--- src/rtl/t09_mode_pkg.sv ---
// Shared types, default parameters and sizing helper for the mode button bank.
// The classifier state enum is used by each channel's FSM.
package t09_mode_pkg;

   typedef enum logic [1:0] {
      RELEASED = 2'd0,
      PRESSED  = 2'd1,
      LONG     = 2'd2
   } press_state_e;

   localparam int unsigned DEF_NUM_CH            = 4;
   localparam int unsigned DEF_SYNC_STAGES       = 2;
   localparam int unsigned DEF_DEBOUNCE_CYCLES   = 4;
   localparam int unsigned DEF_LONG_PRESS_CYCLES = 16;

   // Bits needed to hold values 0..max_val, never less than one bit.
   function automatic int unsigned cnt_width(input int unsigned max_val);
      return (max_val < 1) ? 1 : $clog2(max_val + 1);
   endfunction

endpackage

--- src/rtl/t09_button_channel.sv ---
// One button path: synchroniser, debounce filter, short/long classifier and mode flag.
// IS_TOGGLE selects toggle behaviour (1) or a momentary flag that follows the stable level (0).
module t09_button_channel
   import t09_mode_pkg::*;
#(
   parameter int unsigned SYNC_STAGES       = DEF_SYNC_STAGES,
   parameter int unsigned DEBOUNCE_CYCLES   = DEF_DEBOUNCE_CYCLES,
   parameter int unsigned LONG_PRESS_CYCLES = DEF_LONG_PRESS_CYCLES,
   parameter bit          IS_TOGGLE         = 1'b1
) (
   input  logic clk,
   input  logic sync_reset,
   input  logic button_i,
   input  logic enable_i,
   input  logic clear_i,
   output logic mode_flag_o,
   output logic press_pulse_o,
   output logic long_pulse_o,
   output logic stable_o
);

   localparam int unsigned DB_W   = cnt_width(DEBOUNCE_CYCLES - 1);
   localparam int unsigned HOLD_W = cnt_width(LONG_PRESS_CYCLES);
   localparam logic [DB_W-1:0]   DB_LAST   = DB_W'(DEBOUNCE_CYCLES - 1);
   localparam logic [HOLD_W-1:0] HOLD_LONG = HOLD_W'(LONG_PRESS_CYCLES);

   logic [SYNC_STAGES-1:0] sync_q;
   logic [DB_W-1:0]        db_cnt_q, db_cnt_d;
   logic                   stable_q, stable_d;
   press_state_e           state_q, state_d;
   logic [HOLD_W-1:0]      hold_q, hold_d;
   logic                   flag_q, flag_d;
   logic                   press_q, press_d;
   logic                   long_q, long_d;
   logic                   sync_bit, rise, fall, short_rel;

   assign sync_bit = sync_q[SYNC_STAGES-1];

   // NOTE: every always_comb output gets a default first so no path can infer a latch.
   always_comb begin
      db_cnt_d = '0;
      stable_d = stable_q;
      if (sync_bit != stable_q) begin
         if (db_cnt_q == DB_LAST) begin
            stable_d = sync_bit;
         end else begin
            db_cnt_d = db_cnt_q + 1'b1;
         end
      end
   end

   assign rise = stable_d & ~stable_q;
   assign fall = ~stable_d & stable_q;

   // Events are decoded from the next stable level so pulses align with stable_o.
   always_comb begin
      state_d   = state_q;
      hold_d    = hold_q;
      press_d   = 1'b0;
      long_d    = 1'b0;
      short_rel = 1'b0;
      case (state_q)
         RELEASED: begin
            if (rise) begin
               state_d = PRESSED;
               hold_d  = HOLD_W'(1);
               press_d = 1'b1;
            end
         end
         PRESSED: begin
            if (fall) begin
               state_d   = RELEASED;
               short_rel = 1'b1;
            end else begin
               hold_d = (hold_q == HOLD_LONG) ? hold_q : hold_q + 1'b1;
               if (hold_d == HOLD_LONG) begin
                  state_d = LONG;
                  long_d  = 1'b1;
               end
            end
         end
         LONG: begin
            if (fall) state_d = RELEASED;
         end
         default: state_d = RELEASED;
      endcase
   end

   always_comb begin
      flag_d = flag_q;
      if (clear_i) begin
         flag_d = 1'b0;
      end else if (enable_i) begin
         if (IS_TOGGLE) begin
            if (long_d)         flag_d = 1'b0;
            else if (short_rel) flag_d = ~flag_q;
         end else begin
            flag_d = stable_d;
         end
      end
   end

   // NOTE: sequential state uses non-blocking assignments only, so all registers update together.
   always_ff @(posedge clk) begin
      if (sync_reset) begin
         sync_q   <= '0;
         db_cnt_q <= '0;
         stable_q <= 1'b0;
         state_q  <= RELEASED;
         hold_q   <= '0;
         flag_q   <= 1'b0;
         press_q  <= 1'b0;
         long_q   <= 1'b0;
      end else begin
         sync_q   <= {sync_q[SYNC_STAGES-2:0], button_i};
         db_cnt_q <= db_cnt_d;
         stable_q <= stable_d;
         state_q  <= state_d;
         hold_q   <= hold_d;
         flag_q   <= flag_d;
         press_q  <= press_d;
         long_q   <= long_d;
      end
   end

   assign mode_flag_o   = flag_q;
   assign press_pulse_o = press_q;
   assign long_pulse_o  = long_q;
   assign stable_o      = stable_q;

endmodule

--- src/rtl/t09_mode_button_bank.sv ---
// Bank of independent debounced mode buttons feeding the game-control FSM.
// Each channel is a t09_button_channel; enable and clear_all are broadcast to all.
module t09_mode_button_bank
   import t09_mode_pkg::*;
#(
   parameter int unsigned       NUM_CH            = DEF_NUM_CH,
   parameter int unsigned       SYNC_STAGES       = DEF_SYNC_STAGES,
   parameter int unsigned       DEBOUNCE_CYCLES   = DEF_DEBOUNCE_CYCLES,
   parameter int unsigned       LONG_PRESS_CYCLES = DEF_LONG_PRESS_CYCLES,
   parameter logic [NUM_CH-1:0] TOGGLE_MASK       = {NUM_CH{1'b1}}
) (
   input  logic              clk,
   input  logic              sync_reset,
   input  logic [NUM_CH-1:0] button_i,
   input  logic              enable,
   input  logic              clear_all,
   output logic [NUM_CH-1:0] mode_flag,
   output logic [NUM_CH-1:0] press_pulse,
   output logic [NUM_CH-1:0] long_pulse,
   output logic [NUM_CH-1:0] stable_o
);

   for (genvar g = 0; g < NUM_CH; g++) begin : g_ch
      t09_button_channel #(
         .SYNC_STAGES       (SYNC_STAGES),
         .DEBOUNCE_CYCLES   (DEBOUNCE_CYCLES),
         .LONG_PRESS_CYCLES (LONG_PRESS_CYCLES),
         .IS_TOGGLE         (TOGGLE_MASK[g])
      ) u_ch (
         .clk           (clk),
         .sync_reset    (sync_reset),
         .button_i      (button_i[g]),
         .enable_i      (enable),
         .clear_i       (clear_all),
         .mode_flag_o   (mode_flag[g]),
         .press_pulse_o (press_pulse[g]),
         .long_pulse_o  (long_pulse[g]),
         .stable_o      (stable_o[g])
      );
   end

endmodule

--- config.mk ---
export PLATFORM = sky130hd
export DESIGN_NAME = t09_mode_button_bank
export DESIGN_NICKNAME = d
export VERILOG_FILES = /design/src/rtl/t09_mode_pkg.sv /design/src/rtl/t09_button_channel.sv /design/src/rtl/t09_mode_button_bank.sv
export SDC_FILE = /design/constraint.sdc
export NUM_CORES = 1
export LEC_CHECK = 0
export ABC_AREA = 1
export CORE_MARGIN = 8
export CORE_UTILIZATION = 55
export CTS_BUF_LIST = sky130_fd_sc_hd__clkbuf_8 sky130_fd_sc_hd__clkbuf_16
export DETAILED_ROUTE_END_ITERATION = 6
export PLACE_DENSITY = 0.86
export SLEW_MARGIN = 40
export SYNTH_ARGS = -nofsm -noshare
export SYNTH_HDL_FRONTEND = slang
export SYNTH_SLANG_ARGS = --single-unit
--- constraint.sdc ---
create_clock -name clk -period 2.2 [get_ports clk]
set_input_delay 0.44 -clock clk [delete_from_list [all_inputs] [get_ports clk]]
set_output_delay 0.44 -clock clk [all_outputs]
set_load 0.01 [all_outputs]
After elaboration in Yosys (flattened, before gate mapping)

Index checks and enable logic that the tools add are counted.

$add $sub $neg: 8
Equality and inequality tests: 40
Multiplexer cells: 76
Bitwise gates (word level): 28
Reductions and logical operators: 33

Operator list:

| operator                                               | count |
|---|---|
| two-way mux 5 bit                                      | 12 |
| == test 5 bit (second input constant)                  | 8 |
| two-way mux 1 bit                                      | 40 |
| case mux 5 bit (2 select lines)                        | 4 |
| two-way mux 2 bit                                      | 16 |
| case mux 2 bit (3 select lines)                        | 4 |
| AND reduction 3 bit                                    | 8 |
| adder 5 x 1 -> 5 bit (second input constant)           | 4 |
| NOT 1 bit                                              | 20 |
| == test 2 bit (second input constant)                  | 8 |
| inequality test 2 x 1 -> 1 bit (second input constant) | 8 |
| nonzero test 2 bit                                     | 8 |
| inequality test 3 x 1 -> 1 bit (second input constant) | 4 |
| OR reduction 3 bit                                     | 4 |
| OR reduction 2 bit                                     | 5 |
| adder 2 x 1 -> 2 bit (second input constant)           | 4 |
| bitwise AND 1 bit                                      | 8 |
| == test 2 x 1 -> 1 bit (second input constant)         | 4 |
| logical NOT 2 bit                                      | 4 |
| inequality test 2 bit (second input constant)          | 4 |
| AND reduction 2 bit                                    | 4 |
| inequality test 1 bit                                  | 4 |

Register bits after elaboration: 60
Input port bits: 8
Output and inout bits: 16
Logic and storage cells: 217

Depth between registers and ports, before layout

Word-level depth: 9
Depth in mapped cells: 14
Depth with buffers taken out: 14

Cells and area by module

From an unflattened synthesis, not the netlist that was laid out.

Cell total of the unflattened synthesis: 433
Area, all modules: 3002.9 um^2

Modules (own cells, without submodules):

| module                                | times used | cells an instance | area an instance (um^2) | sequential area each (um^2) |
|---|---|---|---|---|
| t09_button_channel (g_ch[0].u_ch ...) | 3          | 108               | 748.2                   | 300.3 |
| t09_button_channel (g_ch[3].u_ch)     | 1          | 109               | 758.2                   | 300.3 |

Worst setup path after synthesis

No wires, ideal clock.

Kind: reg-to-reg
Start: register g_ch[0].u_ch.hold_q[0]
End: register g_ch[0].u_ch.flag_q
Library setup time: 0.113 ns
Arrival: 1.281 ns
Data required time: 2.087 ns
Setup slack: 0.806 ns
Cell stages (with the launch flop): 13
Buffers on the path: 0
Clock period less this slack: 1.394 ns
Cell sequence: dfxtp_1 > inv_1 > ha_1 > nand2_1 > inv_1 > nand3_1 > nand2_1 > nor2_2 > nand4_1 > nand2_1 > inv_1 > nor2_1 > nor2_1

Longest elaborated chain between the ends: 8
Elaborated cells on any way between the ends: 10
Those cells by class: 1 x add/sub; 2 x eq/ne; 5 x mux; 2 x reduce/logical

RTL lines:

| element                                               | RTL line                  | source |
|---|---|---|
| start: declaration                                    | t09_button_channel.sv:31  | `logic [HOLD_W-1:0] hold_q, hold_d;` |
| start signal: assignment                              | t09_button_channel.sv:119 | `hold_q <= hold_d;` |
| adder 5 x 1 -> 5 bit or == test 5 bit (tied branches) | t09_button_channel.sv:75  | `hold_d = (hold_q == HOLD_LONG) ? hold_q : hold_q + 1'b1;` |
| two-way mux 5 bit *                                   | t09_button_channel.sv:75  |  |
| == test 5 bit *                                       | t09_button_channel.sv:76  | `if (hold_d == HOLD_LONG) begin` |
| two-way mux 1 bit *                                   | t09_button_channel.sv:76  |  |
| two-way mux 1 bit *                                   | t09_button_channel.sv:71  | `if (fall) begin` |
| two-way mux 1 bit *                                   | t09_button_channel.sv:62  | `case (state_q)` |
| nonzero test 2 bit (no line)                          | -                         |  |
| AND reduction 2 bit (no line)                         | -                         |  |
| end signal: assignment                                | t09_button_channel.sv:120 | `flag_q <= flag_d;` |
| end: declaration                                      | t09_button_channel.sv:32  | `logic flag_q, flag_d;` |

Mark *: on every way between the ends. The rest lies on a longest branch, timed or not.
A chain may end at the register's enable or synchronous reset.

Worst setup path after layout

Start: register g_ch[1].u_ch.stable_q
End: output stable_o[1]

RTL lines:

| element                  | RTL line                   | source |
|---|---|---|
| start: declaration       | t09_button_channel.sv:29   | `logic stable_q, stable_d;` |
| start signal: assignment | t09_button_channel.sv:117  | `stable_q <= stable_d;` |
| end: declaration         | t09_mode_button_bank.sv:20 | `output logic [NUM_CH-1:0] stable_o` |

No word-level cell between the ends.

==> results.toml <==
[timing]
fin_setup_tns_ps = 0
timing.final.crit_share_pct = 78.6
grt_setup_unrepaired = "false"
finalClockSkew_ps = 9.49
relSlewSlack_pct = 77.1
finalHoldViolCount = 0
max_freq_mhz = 578
tightest_slew_ps = 342
report.final.slew_viol_count = 0
min_period_ps = 1730
setup_viol = 0

[power_and_ir_drop]
netSwitchingPower_uw = 452
share_seq_of_total_power_pct = 51.3
p_leak_uw = 0.00143
peakVddDrop_uv = 662
p_per_area_mw_per_mm2 = 647
switching_share_pct = 21.1
p_int_uw = 1690
combPwrFrac_pct = 2.4
p_clk_share_pct = 46.4

[cts]
clock-sinks = 60
clockBufferDepth = 2
cts_htree_levels = 3
numCtsBuffers = 9
ctsResizeCount = 0
cts_setup_buffers = 0
ctsHoldBuffers = 0
clk_latency_ps = 340
clk_pin_slew_ps = 70
cts_tree = "built"
cts_root_buffer = "clkbuf_8"

[synth]
syn_area_per_cell_sq_um = 7.30
synth_top_family_by_area = "simple AND/OR/NAND/NOR gates"
synth_area_sq_mm = 0.00291
synthArstFlopShare_pct = 0
synth_compound_area_share_pct = 9.66
synthMuxAreaShare_pct = 0
yosys_warnings = 0
synth-seq-cells = 60
synth_cells = 399
yosys.area_share.adder_pct = 5.15
yosysUniqueCellTypes = 29
synthSimpleGateAreaFrac_pct = 27.6
syn_nets = 419
synthFlopType = "dfxtp_1"
ys_seq_area_share_pct = 41.2
synth_edf_count = 0
synth_xor_area_share_pct = 2.71

[floorplan]
num_rows = 26
ios = 24
initial_utilization_pct = 57.0
die-area_sq_mm = 0.00788
die_w_um = 88.8
die_height_um = 88.8
core_area_sq_mm = 0.00511

[critical_path]
crit_chain = "clkdlybuf4s50_1"
critPathMaxFanout = 5
cp-startpoint = "g_ch[1].u_ch.stable_o"
critPathKind = "reg -> out"
crit_family = "buffers and inverters"
slowest_delay_ps = 560
worstReg2RegStart = "g_ch[0].u_ch.hold_q[0]"
setup.worst_path.start_class = "register"
crit_buf_inv = 1
cpMaxStageDelayCell = "clkdlybuf4s50_1"
cp-end-kind = "output pin"
crit_arrival_ps = 1290
required_ps = 1760

[grt]
grt_pass1_vias = 2355
grt_max_degree = 21
antenna_found_initial = 0
grt.total_usage_pct = 15.6
grt_pass1_wl_um = 9690
grt_overflow = 0

[cells_and_area]
area_growth_pct = 13.7
drive_gt1_share_pct = 10.0
fin_nets = 435
final_cell_count_no_fill = 490
stdcell_area_sq_mm = 0.00331
diodes = 0

[run_status]
status = "completed"

[worst_hold_path]
min_from = "g_ch[0].u_ch.sync_q[0]"
worstHoldPathType = "reg -> reg"

[detailed_routing]
drt-total-wl_um = 5580
drtIter0Drc = 172
route.detailed.wl_per_inst_um = 11.4
post_drt_via_cell_ratio = 5.01
first_pass_iters = 4
drc = 0
routed-via-count = 2457
ant_nets = 0

[place]
routabilityCongestion = 0.867
placed_cell_area_sq_mm = 0.00311
placedCellCount = 474
portBuffers = 23
dpl.hpwl_um = 4090

[flow_run]
max_cap_viol_count = 0
-- layout make-up --
class	instances	area (sq um)
Sequential cell	60	1200
Fill cell	446	1790
Timing Repair Buffer	26	253
Tap cell	70	87.6
Clock buffer	11	151
Inverter	68	255
Multi-Input combinational cell	250	1310
Clock inverter	5	51.3
-- worst reg2reg max path: stages, from the launching register on --
cell     delay [ps]
dfxtp_1         410
inv_1           100
ha_1            210
nand2_1          90
inv_1            60
nand3_1          60
nand2_1          90
nor2_2          110
nand4_1         140
nand2_1          90
inv_1            40
nor2_1           70
nor2_1           50
-- metrics by stage --
step	total power, uW	utilization, %	hold WS [ps]	worst slack [ps]
finish	2140	64.9	398	470
global route	2230	64.9	417	399
CTS	2160	64.9	403	444
detailed placement	1170	60.9	395	430
global placement	1170	60.9	392	464
floorplan	1150	-	388	806
-- synth_stat cells (all sizes together), types with 4 or more instances --
library cell	number	area (sq um)
a211oi	7	52.6
a21oi	28	140
buf	17	128
clkbuf	4	15.0
dfxtp	60	1200
ha	12	150
inv	68	255
nand2	67	259
nand3	31	165
nand4	8	50.1
nor2	64	270
nor3	5	30.0
o211ai	4	30.0
o21ai	9	45.0
xor2	8	70.1
-- sequential cells by signal (all words and copies together), names as in the netlist --
signal / flops
g_ch.u_ch.press_pulse_o: 4
g_ch.u_ch.sync_q: 8
g_ch.u_ch.stable_o: 4
g_ch.u_ch.db_cnt_q: 8
g_ch.u_ch.mode_flag_o: 4
g_ch.u_ch.hold_q: 20
g_ch.u_ch.state_q: 8
g_ch.u_ch.long_pulse_o: 4
-- power groups by stage --
stage	sequential [uW]	clock [uW]	combinational, uW
2_1_floorplan	1120	0	27.8
3_3_place_gp	1120	0	49.5
3_5_place_dp	1120	0	50.8
4_1_cts	1100	1010	51.2
5_1_grt	1100	1070	56.9
6_report	1100	994	50.6
-- routing by layer --
| layer | wire [um] | vias up | GRT usage (%) |
|---|---|---|---|
| met2 | 2670 | 41 | 26.2 |
| met1 | 2520 | 1124 | 17.2 |
| li1 | - | 1281 | - |
| met5 | 0 | - | 0 |
| met3 | 263 | 11 | 5.76 |
| met4 | 120 | 0 | 6.61 |
-- kinds of logic after synthesis --
kind of cell             count (synthesis)
buffers and inverters                   89
AND/OR/NAND/NOR                        179
flip-flops                              60
adder cells (fa/ha/maj)                 12
AO/OA/AOI/OAI                           50
XOR/XNOR                                 9
-- final timing paths --
kind                                                  to  slack (ps)  cells after the start
worst max-delay path                         stable_o[1]         470                      1
worst min-delay path              g_ch[0].u_ch.sync_q[1]         400                      2
worst max register to register  g_ch[0].u_ch.mode_flag_o         590                     12
worst min register to register    g_ch[0].u_ch.sync_q[1]         400                      2
-- cells in the final DEF (no fill, tap or decap), types with 2 or more instances in the layout --
| master | instances |
|---|---|
| a211oi_1 | 7 |
| a21oi_1 | 28 |
| buf_4 | 3 |
| clkbuf_8 | 11 |
| clkdlybuf4s50_1 | 23 |
| clkinv_2 | 2 |
| dfxtp_1 | 60 |
| ha_1 | 12 |
| inv_1 | 60 |
| inv_2 | 9 |
| nand2_1 | 64 |
| nand2_2 | 3 |
| nand3_1 | 29 |
| nand3_2 | 2 |
| nand4_1 | 8 |
| nor2_1 | 56 |
| nor2_2 | 6 |
| nor2_4 | 2 |
| nor3_1 | 4 |
| o211ai_1 | 4 |
| o21ai_0 | 6 |
| o21ai_1 | 3 |
| xor2_1 | 8 |
Note: power is estimated with default switching activity, not from simulation.
